## src/rtl/axis_serializer.sv

```systemverilog
// Wide-to-narrow AXI-Stream serializer: splits each WIDTH*COUNT input word into COUNT lanes.
// Define AXIS_SERIALIZER_MSB_FIRST_EN to emit the most significant lane first (default LSB first).
module axis_serializer #(
  parameter int unsigned WIDTH = 8,
  parameter int unsigned COUNT = 4
) (
  input  logic                     clock,
  input  logic                     resetn,
  input  logic [WIDTH*COUNT-1:0]   idata,
  input  logic                     ivalid,
  output logic                     iready,
  output logic [WIDTH-1:0]         odata,
  output logic                     ovalid,
  input  logic                     oready,
  output logic                     olast
);

  localparam int unsigned DataW = WIDTH * COUNT;
  localparam int unsigned IdxW  = (COUNT > 1) ? $clog2(COUNT) : 1;
  localparam logic [IdxW-1:0] LastIdx = IdxW'(COUNT - 1);

  logic [DataW-1:0] sr_q, sr_d;
  logic [IdxW-1:0]  idx_q, idx_d;
  logic             ovalid_q, ovalid_d;
  logic             olast_q, olast_d;
  logic             in_fire, out_fire;

  assign iready   = !ovalid_q || (oready && olast_q);
  assign in_fire  = ivalid && iready;
  assign out_fire = ovalid_q && oready;

  always_comb begin
    sr_d     = sr_q;
    idx_d    = idx_q;
    ovalid_d = ovalid_q;
    if (in_fire) begin
      // Load takes priority: covers both the idle case and the no-bubble reload on olast.
      sr_d     = idata;
      idx_d    = '0;
      ovalid_d = 1'b1;
    end else if (out_fire) begin
      if (olast_q) begin
        ovalid_d = 1'b0;
      end else begin
`ifdef AXIS_SERIALIZER_MSB_FIRST_EN
        sr_d = sr_q << WIDTH;
`else
        sr_d = sr_q >> WIDTH;
`endif
        idx_d = idx_q + IdxW'(1);
      end
    end
    olast_d = ovalid_d && (idx_d == LastIdx);
  end

  always_ff @(posedge clock) begin
    if (!resetn) begin
      ovalid_q <= 1'b0;
      olast_q  <= 1'b0;
      idx_q    <= '0;
    end else begin
      ovalid_q <= ovalid_d;
      olast_q  <= olast_d;
      idx_q    <= idx_d;
    end
  end

  // Data path is intentionally left out of reset.
  always_ff @(posedge clock) begin
    sr_q <= sr_d;
  end

`ifdef AXIS_SERIALIZER_MSB_FIRST_EN
  assign odata = sr_q[DataW-1 -: WIDTH];
`else
  assign odata = sr_q[WIDTH-1:0];
`endif

  assign ovalid = ovalid_q;
  assign olast  = olast_q;

endmodule

```

## config.mk

```make
export PLATFORM = sky130hd
export DESIGN_NAME = axis_serializer
export DESIGN_NICKNAME = d
export VERILOG_FILES = /design/src/rtl/axis_serializer.sv
export SDC_FILE = /design/constraint.sdc
export NUM_CORES = 1
export LEC_CHECK = 0
export ABC_AREA = 0
export BUFFER_PORTS_ARGS = -buffer_cell sky130_fd_sc_hd__buf_2
export CAP_MARGIN = 40
export CORE_UTILIZATION = 25
export CTS_CLUSTER_DIAMETER = 60
export DETAILED_ROUTE_END_ITERATION = 16
export PLACE_DENSITY_LB_ADDON = 0.3
export REMOVE_ABC_BUFFERS = 1
export SLEW_MARGIN = 10
export SYNTH_ARGS = -nofsm -noshare
export SYNTH_HDL_FRONTEND = slang
export SYNTH_SLANG_ARGS = --single-unit
```

## constraint.sdc

```tcl
create_clock -name clock -period 6.9 [get_ports clock]
set_input_delay 0.345 -clock clock [delete_from_list [all_inputs] [get_ports clock]]
set_output_delay 0.345 -clock clock [all_outputs]
set_load 0.1 [all_outputs]
```

==> impl_metrics.yaml <==
status:
  status: "finished with violations"
  violations: "design-rule violations"
clocking:
  cts.clk_slew.worst_paths_ns: 0.07
  cts.path.max_buffers: 2
  cts_resized: 0
  postCtsSetupBuffers: 0
  clk_latency_ns: 0.29
  cts_max_level: 2
  root_buffer: "clkbuf_8"
  numCtsBuffers: 5
  postCtsHoldBufs: 0
  cts_sinks: 36
  cts_tree: "yes"
global_routing:
  use_met2: 0.1326
  gr-usage-met3: 0.03835
  gr-total-overflow: 0
  grt_pass1_wl_um: 4685
  grt_busiest_layer: "met2"
  grt_max_degree: 27
  gr-usage-met1: 0.1111
  grt_use_total: 0.08845
  antenna_found_initial: 0
  grt_pass1_vias: 948
cells_and_area:
  fill_cells: 652
  multi_input_area_um2: 534.3
  area_growth_pct: 21.30
  final_nets: 180
  fin_area_um2: 2052
  final_core_util: 0.3177
  seq_area_um2: 1041
  num_antenna_cells: 0
  layout-drive-gt1-share: 0.5655
yosys:
  yosysWarnings: 0
  ys_top_cells_by_area: "edfxtp_1 57%, mux2_4 18%, dfxtp_1 4.7%, buf_4 3.6%, and3_1 3.0%"
  synth.yosys.seq_area_share: 0.6154
  syn_inst: 102
  syn-cell-area_um2: 1692
  synth_top_cell_by_area: "edfxtp_1"
  ys_ff_latch: 36
  yosysUniqueCellTypes: 25
  avgSynthCellArea_um2: 16.58
  yosysTopAreaCellShare: 0.5680
route:
  dr_total_vias: 943
  wl_per_cell_um: 13.10
  postRouteAntennaNets: 0
  wirelength_um: 2908
  routed_via_density: 4.248
  first_iter_violations: 67
  drc: 8
  dr.pass1.iters: 10
timing:
  skew_ns: 0.008168
  holdWs_ns: 0.3287
  finalSetupTns_ns: 0
  fmax_mhz: 571.6
  finalSetupViolations: 0
  rsz0062_at_grt: "no"
  drv_slew: 0
  setup_ws_ns: 5.151
  fin_crit_sh: 0.2535
  slew_headroom: 0.6758
  tightestPinTransition_ns: 0.4897
  finalCriticalPeriod_ns: 1.749
  final_hold_viol_count: 0
critical_path:
  path_cells: "a21bo_4 -> buf_2"
  critical_path.max_fanout: 11
  critPathLaunchType: "flop"
  cpMaxStageDelayCell: "buf_2"
  cp.arrival_ns: 1.40
  path_class: "reg2out"
  setup.worst_path.start: "olast"
  r2r-start: "ovalid"
  cp.required_ns: 6.55
  crit_path_end_kind: "primary output"
  max_stage_delay_ns: 0.45
die:
  core_um2: 6459
  die_y_um: 84.26
  die_w_um: 84.26
  io_pins: 47
  die_area_um2: 7100
  fp-row-count: 29
  start_util: 0.2619
placed_design:
  port_buffers: 46
  dp_hpwl_um: 2005
  placed_cell_area_um2: 1941
  gp_congestion: 0.6624
  preCtsSetupSlack_ns: 5.128
worst_hold_path:
  worstHoldStart: "resetn"
  min_path_type: "in2reg"
power_and_ir_drop:
  p_leak_nw: 0.9006
  power_density_nw_per_um2: 278.9
  max-vdd-ir-drop_uv: 123.7
flow_run:
  maxCapViolations: 0
==> metal layers <==
layer,share of wire,vias up
met5,0,-
met4,0.011,0
met3,0.090,4
met2,0.46,43
met1,0.44,441
li1,-,455
==> cell usage in the layout (no fill, tap or decap), types with 2 or more instances in the layout <==
cell and instances:
dfxtp_1 4, buf_2 46, inv_1 3, edfxtp_1 32, and3_1 8, a21oi_1 2, nor2_1 2, mux2_4 20
clkbuf_8 5, mux2_2 4, a22oi_1 2
==> worst max-delay path, delay by kind of cell (launching register included) <==
kind | cells | cell delay [ns]
compound gates | 1 | 0.24
flops | 1 | 0.43
buf+inv | 1 | 0.45
==> cell usage after synthesis <==
library cell  count
buf_6             1
nor3_1            1
nand3_1           1
mux2_4           20
and3_1            8
and2b_1           1
mux2_2            4
nor2_1            2
nand2_4           1
buf_12            2
buf_4             8
nand2_1           1
dfxtp_1           4
nand4_1           1
o22ai_1           1
inv_1             3
a21oi_1           3
mux2i_1           1
and2_1            1
or2b_1            1
buf_2             1
a22oi_1           2
a21bo_4           1
o21ai_0           1
edfxtp_1         32
==> stage by stage <==
step	total power, mW	std cells
floorplan	0.3660	90
global placement	0.3890	213
detailed placement	0.3946	214
CTS	0.5787	222
global route	0.5963	222
finish	0.5723	222
==> power breakdown <==
group          switching [mW]  internal (mW)
registers             0.00629          0.266
clock network          0.0767          0.107
logic                  0.0747         0.0421
total                   0.158          0.415
==> cell type report <==
type / instances / share of cell area
timing repair buffer: 47 / 0.1256
multi-input combinational: 51 / 0.2604
tap: 77 / 0.04695
clock buffer: 5 / 0.03354
sequential: 36 / 0.5073
clock inverter: 3 / 0.02073
inverter: 3 / 0.005488
==> cell families (layout without fill, tap and decap cells) <==
group	count (synthesis)	count (layout)	synth area share
compound gates	8	8	0.03402
buf+inv	15	58	0.07544
flops	36	36	0.6154
mux	25	25	0.2101
simple gates	18	18	0.06509
==> flip-flops by register name, summed over array words and instances, names as in the netlist <==
name	count
sr_q	32
idx_q	2
olast	1
ovalid	1
==> final timing paths <==
kind | to | slack, ns | depth (start not counted)
setup / recovery | iready | 5.15 | 2
hold / removal | ovalid | 0.33 | 3
setup reg to reg | sr_q[2] | 5.16 | 3
hold reg to reg | olast | 0.48 | 2
Note: power is estimated with default switching activity, not from simulation.
